===== src/rtl/wavetable_reader_if.sv =====
// Waveform RAM port bundle: address, strobes and data between reader and RAM.
// Latency: none (wires only); the RAM returns ram_rdata one cycle after a read strobe.
// Backpressure: none; the RAM must accept every strobe.
// master = reader side (drives address/strobes), slave = RAM side (drives ram_rdata).
interface wavetable_reader_if;
   logic [8:0]  ram_addr;
   logic [15:0] ram_wdata;
   logic [15:0] ram_rdata;
   logic        ram_ce;
   logic        ram_re;
   logic        ram_we;

   modport master (
      output ram_addr, ram_wdata, ram_ce, ram_re, ram_we,
      input  ram_rdata
   );

   modport slave (
      input  ram_addr, ram_wdata, ram_ce, ram_re, ram_we,
      output ram_rdata
   );
endinterface


===== src/rtl/wavetable_reader.sv =====
// Free-running wavetable oscillator: phase accumulator addresses a 512x16 RAM, one sample per tick.
// Latency: tick to sample_valid_o is 3 cycles, or 6 cycles with WT_INTERP_EN defined.
// Backpressure: none; ticks arriving while busy_o is high are dropped and do not advance phase.
// Ports: clk, rst (sync, active-high); sample_tick_i, enable_i, phase_clear_i, phase_inc_i
// control the oscillator; ram (wavetable_reader_if.master) is the RAM port;
// sample_out_o / sample_valid_o / busy_o are the sample stream and status.
// Optional macro WT_INTERP_EN: linear interpolation between adjacent table entries.
module wavetable_reader #(
   parameter int PHASE_W = 24
) (
   input  logic               clk,
   input  logic               rst,
   input  logic               sample_tick_i,
   input  logic               enable_i,
   input  logic               phase_clear_i,
   input  logic [PHASE_W-1:0] phase_inc_i,
   wavetable_reader_if.master ram,
   output logic [15:0]        sample_out_o,
   output logic               sample_valid_o,
   output logic               busy_o
);

   typedef enum logic [2:0] {
      IDLE = 3'd0,
      RD0  = 3'd1,
      CAP0 = 3'd2,
      OUT  = 3'd3
`ifdef WT_INTERP_EN
      ,
      RD1  = 3'd4,
      CAP1 = 3'd5,
      MUL  = 3'd6
`endif
   } state_t;

   state_t             state_q, state_d;
   logic [PHASE_W-1:0] phase_q, phase_d;
   logic [8:0]         addr_q, addr_d;
   logic [15:0]        sample_q, sample_d;
   logic               accept;
   logic               rd_en;

`ifdef WT_INTERP_EN
   logic [7:0]         frac_q, frac_d;
   logic [15:0]        s0_q, s0_d;
   logic [15:0]        s1_q, s1_d;
   logic signed [16:0] diff;
   logic signed [25:0] prod;
   logic [15:0]        step;
   logic [15:0]        interp_res;

   // d = s1 - s0 fits in 17 signed bits; F is zero-extended so it multiplies as positive.
   // The arithmetic shift floors, keeping the result between s0 and s1 so the
   // 16-bit add below cannot wrap.
   assign diff       = $signed({1'b0, s1_q}) - $signed({1'b0, s0_q});
   assign prod       = diff * $signed({1'b0, frac_q});
   assign step       = 16'(prod >>> 8);
   assign interp_res = s0_q + step;
`endif

   assign accept = (state_q == IDLE) && sample_tick_i && enable_i;

   always_comb begin
      state_d  = state_q;
      phase_d  = phase_q;
      addr_d   = addr_q;
      sample_d = sample_q;
      rd_en    = 1'b0;
`ifdef WT_INTERP_EN
      frac_d   = frac_q;
      s0_d     = s0_q;
      s1_d     = s1_q;
`endif

      // Clear wins over the accumulate; with a coinciding tick the read starts from phase 0.
      if (accept) begin
         if (phase_clear_i) begin
            addr_d  = '0;
            phase_d = phase_inc_i;
`ifdef WT_INTERP_EN
            frac_d  = '0;
`endif
         end else begin
            addr_d  = phase_q[PHASE_W-1 -: 9];
            phase_d = phase_q + phase_inc_i;
`ifdef WT_INTERP_EN
            frac_d  = phase_q[PHASE_W-10 -: 8];
`endif
         end
      end else if (phase_clear_i) begin
         phase_d = '0;
      end

      case (state_q)
         IDLE: begin
            if (accept) state_d = RD0;
         end
         RD0: begin
            rd_en   = 1'b1;
            state_d = CAP0;
         end
         CAP0: begin
            // addr_q is still A in this cycle; the RAM muxes its halves on ram_addr[8].
`ifdef WT_INTERP_EN
            s0_d    = ram.ram_rdata;
            addr_d  = addr_q + 9'd1;   // 511 wraps to 0
            state_d = RD1;
`else
            sample_d = ram.ram_rdata;
            state_d  = OUT;
`endif
         end
`ifdef WT_INTERP_EN
         RD1: begin
            rd_en   = 1'b1;
            state_d = CAP1;
         end
         CAP1: begin
            s1_d    = ram.ram_rdata;
            state_d = MUL;
         end
         MUL: begin
            sample_d = interp_res;
            state_d  = OUT;
         end
`endif
         OUT: begin
            state_d = IDLE;
         end
         default: begin
            state_d = IDLE;
         end
      endcase
   end

   always_ff @(posedge clk) begin
      if (rst) begin
         state_q  <= IDLE;
         phase_q  <= '0;
         addr_q   <= '0;
         sample_q <= 16'h8000;
`ifdef WT_INTERP_EN
         frac_q   <= '0;
         s0_q     <= '0;
         s1_q     <= '0;
`endif
      end else begin
         state_q  <= state_d;
         phase_q  <= phase_d;
         addr_q   <= addr_d;
         sample_q <= sample_d;
`ifdef WT_INTERP_EN
         frac_q   <= frac_d;
         s0_q     <= s0_d;
         s1_q     <= s1_d;
`endif
      end
   end

   assign ram.ram_addr  = addr_q;
   assign ram.ram_ce    = rd_en;
   assign ram.ram_re    = rd_en;
   assign ram.ram_we    = 1'b0;
   assign ram.ram_wdata = 16'h0000;

   // sample_q is loaded on the edge entering OUT, so it is already new while valid is high.
   assign sample_out_o   = sample_q;
   assign sample_valid_o = (state_q == OUT);
   assign busy_o         = (state_q != IDLE);

endmodule


===== src/flat_wrapper.sv =====
// flat-port wrapper written by rule: the top's interface ports become plain ports
module wavetable_reader_flat 
#(
   parameter int PHASE_W = 24
)
  (clk, rst, sample_tick_i, enable_i, phase_clear_i, phase_inc_i, sample_out_o, sample_valid_o, busy_o, ram_ram_addr, ram_ram_wdata, ram_ram_ce, ram_ram_re, ram_ram_we, ram_ram_rdata);
  wavetable_reader_if ram_i ();
  input  logic clk;
  input  logic rst;
  input  logic sample_tick_i;
  input  logic enable_i;
  input  logic phase_clear_i;
  input  logic [PHASE_W-1:0] phase_inc_i;
  output logic [15:0] sample_out_o;
  output logic sample_valid_o;
  output logic busy_o;
  output wire logic [$bits(ram_i.ram_addr)-1:0] ram_ram_addr;
  output wire logic [$bits(ram_i.ram_wdata)-1:0] ram_ram_wdata;
  output wire logic [$bits(ram_i.ram_ce)-1:0] ram_ram_ce;
  output wire logic [$bits(ram_i.ram_re)-1:0] ram_ram_re;
  output wire logic [$bits(ram_i.ram_we)-1:0] ram_ram_we;
  input wire logic [$bits(ram_i.ram_rdata)-1:0] ram_ram_rdata;
  assign ram_ram_addr = ram_i.ram_addr;
  assign ram_ram_wdata = ram_i.ram_wdata;
  assign ram_ram_ce = ram_i.ram_ce;
  assign ram_ram_re = ram_i.ram_re;
  assign ram_ram_we = ram_i.ram_we;
  assign ram_i.ram_rdata = ram_ram_rdata;
  wavetable_reader #(.PHASE_W(PHASE_W)) u_core (.clk(clk), .rst(rst), .sample_tick_i(sample_tick_i), .enable_i(enable_i), .phase_clear_i(phase_clear_i), .phase_inc_i(phase_inc_i), .ram(ram_i), .sample_out_o(sample_out_o), .sample_valid_o(sample_valid_o), .busy_o(busy_o));
endmodule

===== config.mk =====
export PLATFORM = sky130hd
export DESIGN_NAME = wavetable_reader_flat
export DESIGN_NICKNAME = d
export VERILOG_FILES = /design/src/rtl/wavetable_reader_if.sv /design/src/rtl/wavetable_reader.sv /design/src/flat_wrapper.sv
export SDC_FILE = /design/constraint.sdc
export NUM_CORES = 1
export LEC_CHECK = 0
export BUFFER_PORTS_ARGS = -buffer_cell sky130_fd_sc_hd__buf_2
export CAP_MARGIN = 20
export CORE_ASPECT_RATIO = 1.25
export CORE_MARGIN = 1
export CORE_UTILIZATION = 35
export CTS_BUF_LIST = sky130_fd_sc_hd__clkbuf_16
export CTS_CLUSTER_SIZE = 8
export DETAILED_ROUTE_END_ITERATION = 16
export REMOVE_ABC_BUFFERS = 1
export SLEW_MARGIN = 20
export SYNTH_ARGS = -nofsm -noshare
export SYNTH_HDL_FRONTEND = slang
export SYNTH_SLANG_ARGS = --single-unit

===== constraint.sdc =====
create_clock -name clk -period 2.7 [get_ports clk]
set_input_delay 0.135 -clock clk [delete_from_list [all_inputs] [get_ports clk]]
set_output_delay 0.135 -clock clk [all_outputs]
set_load 0.1 [all_outputs]

==> impl_metrics.xml <==
<?xml version="1.0" encoding="UTF-8"?>
<metrics>
  <group name="status">
    <metric name="status" unit="">finished clean</metric>
  </group>
  <group name="sta">
    <metric name="unrepaired_setup_endpoints_after_global_routing" unit="">false</metric>
    <metric name="timing.fmax" unit="GHz">0.3988</metric>
    <metric name="tightestPinTransition" unit="ps">913.1</metric>
    <metric name="fin_setup_tns" unit="ps">0</metric>
    <metric name="max_slew_violations" unit="">0</metric>
    <metric name="finClkSkew" unit="ps">8.800</metric>
    <metric name="timing_hold_violations_final" unit="">0</metric>
    <metric name="final_min_period_over_clock_period" unit="%">92.87</metric>
    <metric name="finalCriticalPeriod" unit="ps">2507</metric>
    <metric name="max-slew-margin-rel" unit="%">39.13</metric>
    <metric name="setup_viol" unit="">0</metric>
  </group>
  <group name="synthesis">
    <metric name="synthSimpleGateAreaFrac" unit="%">21.06</metric>
    <metric name="main_combinational_cell_family_by_area_after_synthesis" unit="">compound AO/OA/AOI/OAI gates</metric>
    <metric name="ff_latch_count_synth" unit="">51</metric>
    <metric name="synth.cell_area" unit="mm^2">0.003772</metric>
    <metric name="syn-instance-count" unit="">458</metric>
    <metric name="synth.area.mux_share" unit="%">5.340</metric>
    <metric name="synth-compound-area-share" unit="%">25.90</metric>
    <metric name="count_of_flip_flops_with_a_built_in_enable_after_synthesis" unit="">0</metric>
    <metric name="post_synth_xor_area_fraction" unit="%">1.393</metric>
    <metric name="synth_sequential_area_ratio" unit="%">27.06</metric>
    <metric name="yosysWarnings" unit="">0</metric>
    <metric name="post_synth_num_cell_types" unit="">69</metric>
    <metric name="synthesis.area_per_instance" unit="um^2">8.237</metric>
    <metric name="asyncSetResetFlopFracSynth" unit="%">0</metric>
    <metric name="synth_flop_cell" unit="">sky130_fd_sc_hd__dfxtp_1</metric>
    <metric name="synth-adder-area-share" unit="%">9.818</metric>
  </group>
  <group name="worst_setup_path">
    <metric name="critPathRequiredTime" unit="ps">2870</metric>
    <metric name="critical_path_peak_fanout" unit="">3</metric>
    <metric name="critical_path.reg2reg.startpoint" unit="">u_core.phase_q[0]$_SDFFE_PP0P_</metric>
    <metric name="timing.reg2reg.setup_slack" unit="ps">190</metric>
    <metric name="crit_path_start_kind" unit="">flip-flop</metric>
    <metric name="rr_endpoint" unit="">u_core.phase_q[20]$_SDFFE_PP0P_</metric>
    <metric name="reg2reg_depth" unit="">10</metric>
    <metric name="cp-end-kind" unit="">flip-flop</metric>
    <metric name="arrival_time_of_the_worst_setup_path" unit="ps">2680</metric>
    <metric name="criticalPathCategory" unit="">flip-flop to flip-flop</metric>
  </group>
  <group name="floorplan">
    <metric name="die_height" unit="um">118.1</metric>
    <metric name="start_util" unit="%">35.71</metric>
    <metric name="floorplan.die_area" unit="mm^2">0.01120</metric>
    <metric name="i_o_pin_total" unit="">91</metric>
    <metric name="die_width" unit="um">94.86</metric>
    <metric name="design.core.area" unit="mm^2">0.01056</metric>
    <metric name="num_rows" unit="">42</metric>
  </group>
  <group name="clocking">
    <metric name="clk_pin_slew" unit="ps">70</metric>
    <metric name="ctsRootBufferMaster" unit="">sky130_fd_sc_hd__clkbuf_16</metric>
    <metric name="post-cts-setup-buffer-count" unit="">0</metric>
    <metric name="cts.path.max_buffers" unit="">2</metric>
    <metric name="ctsHoldBuffers" unit="">0</metric>
    <metric name="number_of_clock_sinks" unit="">51</metric>
    <metric name="tritoncts" unit="">yes</metric>
    <metric name="cts_resized" unit="">0</metric>
    <metric name="insertion_delay" unit="ps">290</metric>
    <metric name="cts.htree.levels" unit="">2</metric>
    <metric name="cts-buffers-inserted" unit="">5</metric>
  </group>
  <group name="detailed_routing">
    <metric name="drt_pre_antenna_iters" unit="">4</metric>
    <metric name="detailedRoute.firstIterationViolations" unit="">87</metric>
    <metric name="vias_per_cell" unit="">5.259</metric>
    <metric name="postRouteWirelength" unit="um">8991</metric>
    <metric name="route.detailed.wl_per_inst" unit="um">13.68</metric>
    <metric name="vias" unit="">3455</metric>
    <metric name="post_route_antenna_net_violation_count" unit="">0</metric>
    <metric name="drc" unit="">0</metric>
  </group>
  <group name="global_route">
    <metric name="grt-ovfl-total" unit="">0</metric>
    <metric name="grt_start_max_net_pins" unit="">37</metric>
    <metric name="initial_antenna_violation_count" unit="">0</metric>
    <metric name="vias_in_the_first_global_route" unit="">3194</metric>
    <metric name="grt_first_pass_wirelength" unit="um">14770</metric>
    <metric name="grt.total_usage" unit="%">16.13</metric>
  </group>
  <group name="power">
    <metric name="ir_drop" unit="V">0.0002474</metric>
    <metric name="power.sequential.fraction" unit="%">33.4</metric>
    <metric name="power_density" unit="mW/mm^2">560.2</metric>
    <metric name="power.total" unit="W">0.002437</metric>
    <metric name="net-switching-power" unit="W">0.0008777</metric>
    <metric name="internal_power" unit="W">0.001559</metric>
    <metric name="clkPwrFrac" unit="%">33.5</metric>
    <metric name="p_sw_share" unit="%">36.01</metric>
    <metric name="p_leak" unit="nW">1.948</metric>
    <metric name="combinational_power_share" unit="%">33.0</metric>
  </group>
  <group name="min_path">
    <metric name="min-delay-path-class" unit="">primary input to flip-flop</metric>
    <metric name="hold_path_depth" unit="">2</metric>
    <metric name="timing.hold.worst.start" unit="">ram_ram_rdata[15]</metric>
    <metric name="min_delay_worst_endpoint" unit="">u_core.sample_out_o[15]$_SDFFE_PP1N_</metric>
  </group>
  <group name="final_layout">
    <metric name="final-instance-count-excl-fill" unit="">657</metric>
    <metric name="antenna-diode-count" unit="">0</metric>
    <metric name="multiInputGateArea" unit="mm^2">0.002471</metric>
    <metric name="final_core_utilization" unit="%">41.19</metric>
    <metric name="nets" unit="">598</metric>
    <metric name="design_area" unit="mm^2">0.004350</metric>
    <metric name="layout_cell_share_with_drive_strength_beyond_1" unit="%">20.95</metric>
    <metric name="layout-area-overhead-vs-synth" unit="%">15.32</metric>
    <metric name="final-seq-area" unit="mm^2">0.001021</metric>
    <metric name="fillers" unit="">1110</metric>
    <metric name="layout.cells.most_common_list" unit="">sky130_fd_sc_hd__buf_2 (73), sky130_fd_sc_hd__dfxtp_1 (51), sky130_fd_sc_hd__nor2_1 (44), sky130_fd_sc_hd__a21oi_1 (39), sky130_fd_sc_hd__nand2_1 (36)</metric>
    <metric name="mostFrequentLayoutCell" unit="">sky130_fd_sc_hd__buf_2</metric>
  </group>
  <group name="place">
    <metric name="detailed_placer_s_ending_hpwl" unit="um">6896</metric>
    <metric name="cell_count_after_placement" unit="">649</metric>
    <metric name="dpl-instance-area" unit="mm^2">0.004150</metric>
    <metric name="count_of_input_and_output_buffers" unit="">73</metric>
    <metric name="gp_congestion" unit="">0.8313</metric>
  </group>
  <group name="job">
    <metric name="drv_cap" unit="">0</metric>
  </group>
</metrics>
## cells by family (layout without fill, tap and decap cells)
kind of cell / after synthesis / after routing
buffers and inverters: 54 / 105
other: 1 / 17
xor gates and xnor gates: 6 / 6
adders and majority gates: 29 / 29
muxes: 20 / 20
DFF: 51 / 51
AOI/OAI and AO/OA: 142 / 142
and+or+nand+nor: 155 / 155
## power by group through the flow
stage                     logic, W  clock network, W  registers [W]
after floorplan           0.000524                 0       0.000923
after global placement    0.000792                 0       0.000830
after detailed placement  0.000802                 0       0.000833
after CTS                 0.000806          0.000840       0.000815
after global routing      0.000879          0.000871       0.000820
final                     0.000805          0.000817       0.000815
## through the flow
step	setup WS, ps	hold WS [ps]
finish	192.5	45.08
global route	34.67	51.44
CTS	136.9	38.95
detailed placement	167.8	340.6
global placement	197.5	338.6
floorplan	244.8	204.1
## worst max-delay path by stage
stage,start,endpoint
after floorplan,u_core.state_q[0]$_SDFFE_PP0P_,u_core.phase_q[20]$_SDFFE_PP0P_
after global placement,u_core.phase_q[0]$_SDFFE_PP0P_,u_core.phase_q[20]$_SDFFE_PP0P_
after detailed placement,u_core.phase_q[0]$_SDFFE_PP0P_,u_core.phase_q[16]$_SDFFE_PP0P_
after CTS,u_core.phase_q[0]$_SDFFE_PP0P_,u_core.phase_q[16]$_SDFFE_PP0P_
after global routing,u_core.phase_q[0]$_SDFFE_PP0P_,u_core.phase_q[16]$_SDFFE_PP0P_
final,u_core.phase_q[0]$_SDFFE_PP0P_,u_core.phase_q[20]$_SDFFE_PP0P_
## final cells by class
| class | count | area share [%] |
|---|---|---|
| Clock inverter | 3 | 1.467 |
| Tap cell | 132 | 3.796 |
| Multi-Input combinational cell | 369 | 56.80 |
| Timing Repair Buffer | 86 | 10.64 |
| Clock buffer | 5 | 2.876 |
| Inverter | 11 | 0.9491 |
| Sequential cell | 51 | 23.47 |
## synthesized netlist by cell type (all sizes together) (4+ instances only)
master	n	share of area [%]
buf	24	4.3
a221oi	4	0.93
a21o	18	3.6
dfxtp	51	27
nor3	9	1.2
a211oi	8	2.1
mux2i	19	5.0
nand2	36	3.6
ha	28	9.3
nor3b	4	0.93
o21ai	22	2.9
nand2b	7	1.2
a21oi	41	5.6
and3	5	0.83
clkbuf	18	3.6
or3	5	0.83
nand3	14	2.1
a31oi	11	1.8
and2	5	0.83
a22oi	8	1.6
inv	11	1.1
nand3b	11	2.2
nor2b	5	0.83
nor2	44	4.4
## flip-flops by register name, indices dropped and copies added (netlist names)
register and flops:
u_core.ram.ram_addr 9, u_core.phase_q 24, u_core.sample_out_o 16, u_core.state_q 2
## critical path, cell delays in order, from the launching register on
cell and delay, ps:
sky130_fd_sc_hd__dfxtp_1 340, sky130_fd_sc_hd__ha_1 170, sky130_fd_sc_hd__inv_1 60, sky130_fd_sc_hd__fa_1 400, sky130_fd_sc_hd__nand2b_1 210, sky130_fd_sc_hd__a21oi_4 190, sky130_fd_sc_hd__a21oi_2 90, sky130_fd_sc_hd__o311ai_4 300
sky130_fd_sc_hd__a31oi_1 130, sky130_fd_sc_hd__nor4bb_1 150, sky130_fd_sc_hd__or3_1 340
## layer usage
layer	track usage (%)	routed length, um
met1	19.24	3964
met2	28.96	4442
met3	3.424	524
met4	3.504	59
met5	0	0
Power figures use the tool's default switching activity.
